`src/rtl/lcd_pkg.sv`:
```
// Shared definitions for the LCD window-fill sequencer: panel opcodes,
// sequencer states and the setup-byte lookup.
package lcd_pkg;

  localparam int LCD_COORD_W = 9;

  localparam logic [7:0] CASET = 8'h2A;
  localparam logic [7:0] RASET = 8'h2B;
  localparam logic [7:0] RAMWR = 8'h2C;

  // Byte indices 0..10 are the window/command bytes; 11 marks the colour stream.
  localparam logic [3:0] SETUP_LAST = 4'd10;
  localparam logic [3:0] PIX_IDX    = 4'd11;

  typedef enum logic [1:0] {
    ST_IDLE  = 2'd0,
    ST_SETUP = 2'd1,
    ST_PIXEL = 2'd2,
    ST_WAIT  = 2'd3
  } lcd_state_e;

  // Returns {dc, data} for setup byte idx.
  function automatic logic [8:0] setup_byte(input logic [3:0] idx,
                                            input logic [15:0] xlo,
                                            input logic [15:0] xhi,
                                            input logic [15:0] ylo,
                                            input logic [15:0] yhi);
    logic [8:0] word;
    case (idx)
      4'd0:    word = {1'b0, CASET};
      4'd1:    word = {1'b1, xlo[15:8]};
      4'd2:    word = {1'b1, xlo[7:0]};
      4'd3:    word = {1'b1, xhi[15:8]};
      4'd4:    word = {1'b1, xhi[7:0]};
      4'd5:    word = {1'b0, RASET};
      4'd6:    word = {1'b1, ylo[15:8]};
      4'd7:    word = {1'b1, ylo[7:0]};
      4'd8:    word = {1'b1, yhi[15:8]};
      4'd9:    word = {1'b1, yhi[7:0]};
      4'd10:   word = {1'b0, RAMWR};
      default: word = 9'd0;
    endcase
    return word;
  endfunction

endpackage

```
`src/rtl/lcd_pix_counter.sv`:
```
// Loadable down-counter of remaining pixels; stops at zero and flags it.
module lcd_pix_counter #(
  parameter int CNT_W = 19
) (
  input  logic             clk,
  input  logic             reset,
  input  logic             load,
  input  logic [CNT_W-1:0] load_val,
  input  logic             dec,
  output logic [CNT_W-1:0] count,
  output logic             zero
);

  always_ff @(posedge clk or posedge reset) begin
    if (reset) begin
      count <= '0;
    end else if (load) begin
      count <= load_val;
    end else if (dec && (count != '0)) begin
      count <= count - CNT_W'(1);
    end
  end

  assign zero = (count == '0);

endmodule

```
`src/rtl/lcd_fill_seq.sv`:
```
// Streams a CASET/RASET/RAMWR window setup followed by a solid colour fill
// to an SPI byte master, one byte per start/done handshake.
module lcd_fill_seq
  import lcd_pkg::*;
#(
  parameter int COORD_W = LCD_COORD_W,
  parameter int CNT_W   = 2*COORD_W+1
) (
  input  logic               clk,
  input  logic               reset,
  input  logic               req_valid,
  output logic               req_ready,
  input  logic [COORD_W-1:0] x0,
  input  logic [COORD_W-1:0] x1,
  input  logic [COORD_W-1:0] y0,
  input  logic [COORD_W-1:0] y1,
  input  logic [15:0]        color,
  output logic               spi_start,
  output logic [7:0]         spi_data,
  output logic               spi_dc,
  input  logic               spi_done,
  output logic               busy,
  output logic               done
);

  lcd_state_e         state_reg;
  logic [COORD_W-1:0] xlo_reg, xhi_reg, ylo_reg, yhi_reg;
  logic [15:0]        color_reg;
  logic [3:0]         idx_reg;
  logic               pix_lo_reg;
  logic               done_reg;

  logic [COORD_W-1:0] xlo_in, xhi_in, ylo_in, yhi_in;
  logic [CNT_W-1:0]   span_x, span_y, pix_init, cnt_value;
  logic               accept, cnt_dec, cnt_zero;
  logic [8:0]         setup_word, tx_word;

  always_comb begin
    xlo_in = (x1 < x0) ? x1 : x0;
    xhi_in = (x1 < x0) ? x0 : x1;
    ylo_in = (y1 < y0) ? y1 : y0;
    yhi_in = (y1 < y0) ? y0 : y1;
  end

  // Counter holds pixels remaining after the current one, so zero marks the last.
  assign span_x   = CNT_W'(xhi_in) - CNT_W'(xlo_in) + CNT_W'(1);
  assign span_y   = CNT_W'(yhi_in) - CNT_W'(ylo_in) + CNT_W'(1);
  assign pix_init = span_x * span_y - CNT_W'(1);

  assign accept  = req_valid && (state_reg == ST_IDLE);
  assign cnt_dec = (state_reg == ST_WAIT) && spi_done && (idx_reg == PIX_IDX) && pix_lo_reg;

  lcd_pix_counter #(.CNT_W(CNT_W)) u_pix_counter (
    .clk      (clk),
    .reset    (reset),
    .load     (accept),
    .load_val (pix_init),
    .dec      (cnt_dec),
    .count    (cnt_value),
    .zero     (cnt_zero)
  );

  always_ff @(posedge clk or posedge reset) begin
    if (reset) begin
      state_reg  <= ST_IDLE;
      xlo_reg    <= '0;
      xhi_reg    <= '0;
      ylo_reg    <= '0;
      yhi_reg    <= '0;
      color_reg  <= '0;
      idx_reg    <= '0;
      pix_lo_reg <= 1'b0;
      done_reg   <= 1'b0;
    end else begin
      done_reg <= 1'b0;
      case (state_reg)
        ST_IDLE: begin
          if (accept) begin
            xlo_reg    <= xlo_in;
            xhi_reg    <= xhi_in;
            ylo_reg    <= ylo_in;
            yhi_reg    <= yhi_in;
            color_reg  <= color;
            idx_reg    <= '0;
            pix_lo_reg <= 1'b0;
            state_reg  <= ST_SETUP;
          end
        end
        ST_SETUP: state_reg <= ST_WAIT;
        ST_PIXEL: state_reg <= ST_WAIT;
        ST_WAIT: begin
          if (spi_done) begin
            if (idx_reg < SETUP_LAST) begin
              idx_reg   <= idx_reg + 4'd1;
              state_reg <= ST_SETUP;
            end else if (idx_reg == SETUP_LAST) begin
              idx_reg    <= PIX_IDX;
              pix_lo_reg <= 1'b0;
              state_reg  <= ST_PIXEL;
            end else if (!pix_lo_reg) begin
              pix_lo_reg <= 1'b1;
              state_reg  <= ST_PIXEL;
            end else if (cnt_zero) begin
              idx_reg    <= '0;
              pix_lo_reg <= 1'b0;
              done_reg   <= 1'b1;
              state_reg  <= ST_IDLE;
            end else begin
              pix_lo_reg <= 1'b0;
              state_reg  <= ST_PIXEL;
            end
          end
        end
        default: state_reg <= ST_IDLE;
      endcase
    end
  end

  // Byte is decoded from held registers, so it stays put through WAIT.
  assign setup_word = setup_byte(idx_reg, 16'(xlo_reg), 16'(xhi_reg),
                                 16'(ylo_reg), 16'(yhi_reg));

  always_comb begin
    tx_word = 9'd0;
    if (state_reg != ST_IDLE) begin
      if (idx_reg == PIX_IDX) begin
        tx_word = {1'b1, (pix_lo_reg ? color_reg[7:0] : color_reg[15:8])};
      end else begin
        tx_word = setup_word;
      end
    end
  end

  assign spi_dc    = tx_word[8];
  assign spi_data  = tx_word[7:0];
  assign spi_start = (state_reg == ST_SETUP) || (state_reg == ST_PIXEL);
  assign busy      = (state_reg != ST_IDLE);
  assign req_ready = (state_reg == ST_IDLE);
  assign done      = done_reg;

endmodule

```
`config.mk`:
```
export PLATFORM = sky130hd
export DESIGN_NAME = lcd_fill_seq
export DESIGN_NICKNAME = d
export VERILOG_FILES = /design/src/rtl/lcd_pkg.sv /design/src/rtl/lcd_pix_counter.sv /design/src/rtl/lcd_fill_seq.sv
export SDC_FILE = /design/constraint.sdc
export NUM_CORES = 1
export LEC_CHECK = 0
export ABC_AREA = 1
export CORE_MARGIN = 2
export CORE_UTILIZATION = 60
export DETAILED_ROUTE_END_ITERATION = 8
export DONT_BUFFER_PORTS = 1
export PLACE_DENSITY = 0.85
export SKIP_LAST_GASP = 1
export SYNTH_ARGS = -nofsm -noshare
export SYNTH_HDL_FRONTEND = slang
export SYNTH_HIERARCHICAL = 1
export SYNTH_SLANG_ARGS = --single-unit
export TNS_END_PERCENT = 30
```
`constraint.sdc`:
```
create_clock -name clk -period 4.4 [get_ports clk]
set_input_delay 0.88 -clock clk [delete_from_list [all_inputs] [get_ports clk]]
set_output_delay 0.88 -clock clk [all_outputs]
set_load 0.005 [all_outputs]
```
==> results of run 1 <==
[placed cells by master (no fill, tap or decap), drive strengths merged]
cell      netlist  layout
clkinv          3       5
o21ai          60      60
a22o            2       2
or2             5       5
nand2         556     556
o21bai          2       2
nor3            5       5
a22oi           1       1
nor2          133     133
a21boi          1       1
a221oi          6       6
o31ai           1       1
o2111ai         3       3
o22ai           1       1
clkinvlp        0       2
o221ai          1       1
xor2           18      18
a21oi          43      43
nand3b          4       4
clkbuf         15      10
nand4          34      34
o211ai          1       1
nand3          86      86
fa            103     103
a41oi           1       1
a31oi          14      14
inv           303     306
ha             79      79
dfrtp          79      79
nor4            1       1
xnor2          10      10
buf            15     296
[cell usage after synthesis (2+ instances only)]
| library cell | instances | area, um^2 |
|---|---|---|
| nand3_4 | 4 | 70.1 |
| a22o_1 | 2 | 17.5 |
| dfrtp_1 | 79 | 1980 |
| a21oi_2 | 2 | 17.5 |
| nand2_4 | 3 | 33.8 |
| inv_2 | 14 | 52.6 |
| nor3_1 | 4 | 20.0 |
| buf_1 | 2 | 7.51 |
| ha_1 | 79 | 988 |
| o21ai_1 | 5 | 25.0 |
| clkinv_1 | 3 | 11.3 |
| nand3_2 | 9 | 90.1 |
| o21ai_2 | 7 | 61.3 |
| a21oi_1 | 40 | 200 |
| nand4_2 | 3 | 37.5 |
| xor2_1 | 18 | 158 |
| buf_2 | 2 | 10.0 |
| o21bai_1 | 2 | 15.0 |
| nand2_2 | 35 | 219 |
| buf_6 | 6 | 67.6 |
| a221oi_1 | 6 | 52.6 |
| o21ai_0 | 48 | 240 |
| inv_1 | 288 | 1080 |
| nand2_1 | 517 | 1940 |
| nand3_1 | 73 | 365 |
| or2_2 | 5 | 31.3 |
| nor2_2 | 7 | 43.8 |
| nor2_1 | 116 | 435 |
| o2111ai_1 | 3 | 26.3 |
| nor2_4 | 10 | 113 |
| clkbuf_1 | 15 | 56.3 |
| a31oi_1 | 14 | 87.6 |
| fa_1 | 103 | 2060 |
| nand3b_1 | 4 | 30.0 |
| buf_4 | 4 | 30.0 |
| nand4_1 | 31 | 194 |
| xnor2_1 | 10 | 87.6 |
[worst max-delay path: cells and delay by family]
kind            cells  cell delay, ns
buf+inv             9            0.85
fa+ha+maj           7            3.25
simple gates       22            2.29
compound gates      8            1.13
[per-stage QoR]
| step | instances | util (%) | instance area (um^2) | setup WS [ns] | setup TNS [ns] |
|---|---|---|---|---|---|
| 3_5_place_dp | 2014 | 74.3 | 13400 | -3.50 | -44.51 |
| 2_1_floorplan | 1586 | - | 11500 | -2.86 | -34.03 |
| 5_1_grt | 2098 | 84.5 | 15200 | -3.93 | -48.53 |
| 6_report | 2098 | 84.5 | 15200 | -3.79 | -46.16 |
| 4_1_cts | 2075 | 80.9 | 14600 | -2.79 | -35.66 |
| 3_3_place_gp | 2014 | 74.3 | 13400 | -3.16 | -40.37 |
[repair_timing]
| item | in CTS | in global routing |
|---|---|---|
| resized for setup | 123 | 120 |
| hold buffers | 0 | 0 |
| setup endpoints to repair | 17 | 17 |
| buffers inserted | 48 | 22 |
| cloned | 0 | 1 |
| pin swaps | 130 | 82 |
[worst max path at each step]
| stage | start | slack, ns | to |
|---|---|---|---|
| after floorplan | x0[5] | -2.86 | u_pix_counter/count[18] |
| after global placement | y0[8] | -3.16 | u_pix_counter/count[18] |
| after detailed placement | x0[8] | -3.50 | u_pix_counter/count[18] |
| after CTS | x0[8] | -2.79 | u_pix_counter/count[18] |
| after global routing | y0[8] | -3.93 | u_pix_counter/count[18] |
| final | y0[8] | -3.79 | u_pix_counter/count[18] |
[kinds of logic after synthesis]
family / share of synthesized area (%)
buffers and inverters: 12.1
and+or+nand+nor: 33.0
adders and majority gates: 27.5
DFF: 17.8
xor gates and xnor gates: 2.21
AOI/OAI and AO/OA: 7.33
[final cells by class]
class / instances / area [um^2] / share of cell area [%]
clock buffer: 9 / 225 / 1.48
clock inverter: 7 / 60.1 / 0.395
inverter: 306 / 1240 / 8.12
multi-input combinational: 1171 / 9030 / 59.3
sequential: 79 / 1980 / 13.0
tap: 229 / 287 / 1.88
timing repair buffer: 297 / 2410 / 15.8
[layer usage]
metal	track usage (%)	vias to the layer above	part of all wire (%)
met3	5.95	598	13
met5	0	-	0
met2	66.7	1365	44
li1	-	5455	-
met1	45.7	6071	32
met4	19.9	0	11
==> impl_metrics.json, run 1 <==
{
  "critPathMaxFanout": 10,
  "cp_slowest_cell": "fa_1",
  "ys.flop_type": "dfrtp_1",
  "pin_count": 69,
  "endpoint_kind": "flip-flop",
  "r2r_slack_ns": 1.68,
  "min_path_cells": 2,
  "fin_crit_sh_pct": 186,
  "cts_max_level": 3,
  "largest_reg_flops": 19,
  "status": "complete, but fails checks",
  "violations": "DRC, setup timing",
  "synth.avg_cell_area_um2": 7.00,
  "clock_skew_ns": 0.0129,
  "die_area_mm2": 0.0196,
  "first_global_vias": 12600,
  "finalSetupViolCount": 17,
  "fillers": 899,
  "place.gp.congestion": 0.972,
  "grt_overflow": 0,
  "synth_edf_count": 0,
  "drv_slew": 0,
  "clock-sinks": 79,
  "cpMostUsedCell": "nand2_1",
  "hp-class": "flip-flop to flip-flop",
  "crit_required_ns": 4.63,
  "synth_cell_types": 50,
  "clk_latency_ns": 0.35,
  "cts_made_buffers": 9,
  "start_kind": "primary input",
  "slew_headroom_pct": 37.0,
  "tightestPinTransition_ns": 0.942,
  "slowest_delay_ns": 0.63,
  "grt_antenna_before_repair": 0,
  "final_layout_size_suffix_gt1_share_pct": 33.7,
  "synth_cells": 1586,
  "cts_root_buffer": "clkbuf_16",
  "period_minus_slack_ns": 8.19,
  "wire_per_inst_um": 22.1,
  "track_usage_pct": 38.3,
  "ys_ff_latch": 79,
  "vias": 13500,
  "yosys_warnings": 6,
  "via_per_inst": 6.43,
  "cts_buffer_depth": 2,
  "dp_hpwl_mm": 25.6,
  "hold_viol_final": 0,
  "synth_fp_nets": 1824,
  "die_w_um": 140,
  "final_nets": 2102,
  "fin_hold_ws_ns": 0.483,
  "worstPathArrival_ns": 8.42,
  "syn_to_final_growth_pct": 37.2,
  "first_pass_iters": 9,
  "drtAntennaViolNets": 0,
  "grt_max_degree": 69,
  "clk_pin_slew_ns": 0.07,
  "grt_pass1_wl_mm": 60.7,
  "io_buffers": 0,
  "worstReg2RegStart": "state_reg[0]",
  "rows": 49,
  "maxCapViolations": 0,
  "grt_setup_unrepaired": "yes",
  "hold_start": "color_reg[7]",
  "fin_ws_ns": -3.79,
  "start_util_pct": 61.6,
  "drt-total-wl_mm": 46.3,
  "drt_iter0_markers": 2158,
  "syn-cell-area_mm2": 0.0111,
  "core_area_mm2": 0.0180,
  "dieHeight_um": 140,
  "n_antenna_cell": 0,
  "hold_end": "color_reg[7]",
  "r2r_end": "u_pix_counter/count[0]",
  "reg2reg_depth": 10,
  "ys_seq_area_share_pct": 17.8,
  "max_clock_freq_ghz": 0.122,
  "async_flop_share_pct": 100,
  "criticalPathCategory": "primary input to flip-flop",
  "tritoncts": "yes",
  "route.detailed.drc": 33
}
Power of run 1 is not shown: default switching activity piles up to over one toggle a cycle in this logic, so the estimate is an artifact.
==> run 2, diff against run 1 <==
--- a/config.mk
+++ b/config.mk
@@ -7,10 +7,11 @@
 export LEC_CHECK = 0
 export ABC_AREA = 1
 export CORE_MARGIN = 2
-export CORE_UTILIZATION = 60
+export CORE_UTILIZATION = 57
+export CTS_BUF_LIST = sky130_fd_sc_hd__clkbuf_8
 export DETAILED_ROUTE_END_ITERATION = 8
 export DONT_BUFFER_PORTS = 1
-export PLACE_DENSITY = 0.85
+export PLACE_DENSITY = 0.81
 export SKIP_LAST_GASP = 1
 export SYNTH_ARGS = -nofsm -noshare
 export SYNTH_HDL_FRONTEND = slang
==> impl_metrics.json, run 2 (synthesis results as in run 1) <==
{
  "status": "complete, but fails checks",
  "violations": "setup timing",
  "track_usage_pct": 34.8,
  "die_w_um": 144,
  "drtAntennaViolNets": 0,
  "endpoint_kind": "flip-flop",
  "grt_max_degree": 69,
  "final_layout_size_suffix_gt1_share_pct": 30.7,
  "slowest_delay_ns": 0.61,
  "first_pass_iters": 6,
  "cts_buffer_depth": 2,
  "grt_overflow": 0,
  "clk_latency_ns": 0.38,
  "pin_count": 69,
  "clk_pin_slew_ns": 0.10,
  "critPathMaxFanout": 5,
  "via_per_inst": 5.71,
  "grt_antenna_before_repair": 0,
  "first_global_vias": 11900,
  "syn_to_final_growth_pct": 32.7,
  "wire_per_inst_um": 17.4,
  "start_kind": "primary input",
  "setup_tns_ns": -40.34,
  "ctsHoldBuffers": 0,
  "drv_slew": 0,
  "fin_ws_ns": -3.16,
  "die_area_mm2": 0.0206,
  "dp_hpwl_mm": 25.1,
  "criticalPathCategory": "primary input to flip-flop",
  "hold_viol_final": 0,
  "crit_required_ns": 4.68,
  "fin_crit_sh_pct": 172,
  "dieHeight_um": 144,
  "maxCapViolations": 0,
  "rows": 51,
  "clock_skew_ns": 0.0160,
  "topRoutingLayerUsed": "met4",
  "grt_pass1_wl_mm": 56.9,
  "cts_root_buffer": "clkbuf_8",
  "cts_made_buffers": 9,
  "dr_wl_met2_mm": 17.8,
  "io_buffers": 0,
  "period_minus_slack_ns": 7.56,
  "wl_met1_mm": 13.6,
  "cp_slowest_cell": "fa_2",
  "grt_setup_unrepaired": "yes",
  "met3_length_mm": 3.32,
  "layout_common_cells": "nand2_1, buf_4, inv_1",
  "place.gp.congestion": 0.975,
  "route.detailed.drc": 0,
  "core_area_mm2": 0.0193,
  "largest_reg_flops": 19,
  "cts_max_level": 3,
  "drt_iter0_markers": 1159,
  "tightestPinTransition_ns": 0.931,
  "finalSetupViolCount": 17,
  "vias": 12100,
  "clock-sinks": 79,
  "drt-total-wl_mm": 36.9,
  "tritoncts": "yes",
  "layout_commonest_cell": "nand2_1",
  "hp-class": "primary input to async pin",
  "n_antenna_cell": 0,
  "final_nets": 2085,
  "max_clock_freq_ghz": 0.132,
  "slew_headroom_pct": 37.5,
  "start_util_pct": 57.6,
  "worstPathArrival_ns": 7.83
}
-- run 2: cell count changes in the layout (fill, tap and decap cells not counted), sizes merged --
cell	delta
inv	-3
clkinvlp	+1
bufinv	+2
buf	-16
clkbuf	-1
-- run 2: path summary, 6_finish.rpt --
kind                                from                 endpoint  slack, ns  cells past startpoint
min in group clk           color_reg[10]            color_reg[10]       0.49                      2
max                                x0[6]  u_pix_counter/count[18]      -3.16                     44
max in group asynchronous          reset               idx_reg[1]       3.19                      2
min reg2reg                color_reg[10]            color_reg[10]       0.49                      2
max reg2reg                   idx_reg[0]   u_pix_counter/count[9]       1.75                      9
min                                reset             color_reg[2]       0.33                      1
-- run 2: what timing repair did --
action,4_1_cts,5_1_grt
setup endpoints to repair,17,17
buffers inserted,30,18
pin swaps,86,75
gates resized for setup,106,63
cloned,0,0
-- run 2: per-layer routing --
layer / vias up / global-route usage [%]
met1: 5725 / 42.8
met3: 215 / 5.46
met2: 726 / 60.6
met4: 0 / 14.8
met5: - / 0
li1: 5413 / -
-- run 2: final cells by class --
class | instances | area (um^2)
Clock buffer | 9 | 124
Clock inverter | 7 | 114
Fill cell | 1302 | 4550
Inverter | 306 | 1220
Multi-Input combinational cell | 1171 | 8750
Sequential cell | 79 | 1980
Tap cell | 265 | 332
Timing Repair Buffer | 280 | 2200
-- run 2: metrics by stage --
| step | utilization (%) | std cells | setup WS (ns) | cell area [um^2] | hold slack [ns] |
|---|---|---|---|---|---|
| after floorplan | - | 1586 | -2.86 | 11500 | 0.449 |
| after global placement | 69.8 | 2055 | -3.22 | 13500 | 0.463 |
| after detailed placement | 69.8 | 2055 | -3.37 | 13500 | 0.466 |
| after CTS | 74.5 | 2101 | -2.70 | 14400 | 0.345 |
| after global routing | 76.4 | 2117 | -3.38 | 14700 | 0.359 |
| final | 76.4 | 2117 | -3.16 | 14700 | 0.335 |
-- run 2: worst max-delay path: cells and delay by family --
kind	cells	cell delay, ns
buffers and inverters	5	0.30
AO/OA/AOI/OAI	6	0.71
adder cells (fa/ha/maj)	8	3.12
AND/OR/NAND/NOR	25	2.81
Power of run 2 is left out for the same reason.
==> run 3, diff against run 2 <==
--- a/config.mk
+++ b/config.mk
@@ -11,7 +11,8 @@
 export CTS_BUF_LIST = sky130_fd_sc_hd__clkbuf_8
 export DETAILED_ROUTE_END_ITERATION = 8
 export DONT_BUFFER_PORTS = 1
-export PLACE_DENSITY = 0.81
+export PLACE_DENSITY_LB_ADDON = 0.08
+export REMOVE_ABC_BUFFERS = 1
 export SKIP_LAST_GASP = 1
 export SYNTH_ARGS = -nofsm -noshare
 export SYNTH_HDL_FRONTEND = slang
==> constraint.sdc (replaced) <==
create_clock -name clk -period 7.2 [get_ports clk]
set_input_delay 1.44 -clock clk [delete_from_list [all_inputs] [get_ports clk]]
set_output_delay 1.44 -clock clk [all_outputs]
set_load 0.005 [all_outputs]
==> impl_metrics.json, run 3 (synthesis results as in run 1) <==
{
  "route.detailed.drc": 0,
  "grt_max_degree": 69,
  "maxCapViolations": 0,
  "vias": 11100,
  "n_antenna_cell": 0,
  "via_per_inst": 5.27,
  "cts_max_level": 3,
  "pin_count": 69,
  "crit_required_ns": 7.52,
  "criticalPathCategory": "primary input to flip-flop",
  "die_w_um": 144,
  "layout_commonest_cell": "nand2_1",
  "drt_iter0_markers": 664,
  "violations": "setup timing",
  "clk_pin_slew_ns": 0.09,
  "core_area_mm2": 0.0193,
  "hold_viol_final": 0,
  "dp_hpwl_mm": 24.1,
  "rows": 51,
  "grt.busiest_layer": "met2",
  "drv_slew": 0,
  "grt_overflow": 0,
  "worstReg2RegStart": "idx_reg[0]",
  "tightestPinTransition_ns": 1.05,
  "tritoncts": "yes",
  "clock_skew_ns": 0.0231,
  "dieHeight_um": 144,
  "cts_made_buffers": 9,
  "grtUsageMet1_pct": 41.3,
  "met2_usage_pct": 55.0,
  "drt-total-wl_mm": 32.3,
  "first_global_vias": 11100,
  "fin_crit_sh_pct": 110,
  "period_minus_slack_ns": 7.90,
  "slowest_delay_ns": 0.52,
  "met3_usage_pct": 4.17,
  "syn_to_final_growth_pct": 32.8,
  "endpoint_kind": "flip-flop",
  "grt_antenna_before_repair": 0,
  "worstPathArrival_ns": 8.22,
  "critPathMaxFanout": 6,
  "cp-startpoint": "x0[8]",
  "start_util_pct": 57.6,
  "cp_slowest_cell": "fa_1",
  "die_area_mm2": 0.0206,
  "layout_common_cells": "nand2_1, buf_4, inv_1",
  "place_ws_ns": -1.32,
  "slew_headroom_pct": 29.8,
  "clock-sinks": 79,
  "cpMostUsedCell": "nand2_2",
  "start_kind": "primary input",
  "drtAntennaViolNets": 0,
  "grt_pass1_wl_mm": 51.9,
  "io_buffers": 0,
  "place_area_mm2": 0.0129,
  "wire_per_inst_um": 15.3,
  "cts_buffer_depth": 2,
  "final_layout_size_suffix_gt1_share_pct": 32.2,
  "largest_reg_flops": 19,
  "first_pass_iters": 6,
  "hold_start": "color_reg[9]",
  "max_clock_freq_ghz": 0.127,
  "fin_ws_ns": -0.701,
  "finish.instance_area_mm2": 0.0147,
  "fillers": 1503,
  "hp-class": "flip-flop to flip-flop",
  "cts_root_buffer": "clkbuf_8",
  "status": "complete, but fails checks",
  "track_usage_pct": 31.4,
  "finalSetupViolCount": 10,
  "grt_setup_unrepaired": "yes",
  "final_nets": 2080,
  "clk_latency_ns": 0.39,
  "place.gp.congestion": 0.949
}
## run 3: cell count changes in the layout (fill, tap and decap cells not counted), moves of 3 or more
cell     before  now
inv_4         7    3
ha_2          0    3
inv_2        36   43
buf_4       262  258
buf_12        4    1
nand2_1     460  439
nand2_2      64   84
ha_1         47   44
## run 3: final cells by class
type | count | area (um^2) | share of cell area [%]
timing repair buffer | 275 | 2160 | 14.7
clock inverter | 6 | 97.6 | 0.662
tap | 265 | 332 | 2.25
inverter | 306 | 1180 | 8.01
clock buffer | 10 | 138 | 0.934
multi-input combinational | 1171 | 8850 | 60.0
sequential | 79 | 1980 | 13.4
## run 3: final timing paths
check                                          end  slack, ns  cells past startpoint
setup / recovery           u_pix_counter/count[18]      -0.70                     44
hold / removal                        color_reg[9]       0.48                      2
setup reg to reg           u_pix_counter/count[12]       4.06                     10
hold reg to reg                       color_reg[9]       0.48                      2
max in group asynchronous               xhi_reg[3]       5.54                      2
min in group asynchronous   u_pix_counter/count[2]       1.08                      1
## run 3: through the flow
stage	instances	util (%)	hold WS, ns	TNS [ns]
after CTS	2090	73.4	0.486	-2.27
after global placement	2048	67.2	0.461	-8.22
after floorplan	1556	-	0.449	-9.01
final	2112	76.5	0.482	-4.61
after global routing	2112	76.5	0.505	-7.83
after detailed placement	2048	67.2	0.469	-10.04
## run 3: critical path, delay by kind of cell
kind / cells / cell delay, ns
AOI/OAI and AO/OA: 3 / 0.34
adders and majority gates: 9 / 3.45
and+or+nand+nor: 22 / 2.29
buffers and inverters: 10 / 0.67
## run 3: routing by layer
| metal | wire [um] | share of wire (%) | vias up |
|---|---|---|---|
| li1 | - | - | 5402 |
| met1 | 13900 | 43 | 5330 |
| met5 | 0 | 0 | - |
| met2 | 15800 | 49 | 338 |
| met4 | 700 | 2.2 | 0 |
| met3 | 1870 | 5.8 | 68 |
## run 3: what timing repair did
action,in CTS,in global routing
buffers inserted,27,20
gates cloned,0,2
endpoints found under the hold margin,0,0
hold buffers,0,0
pin swaps,114,122
gates resized for setup,160,117
setup endpoints to repair,10,12
Power of run 3 is left out for the same reason.
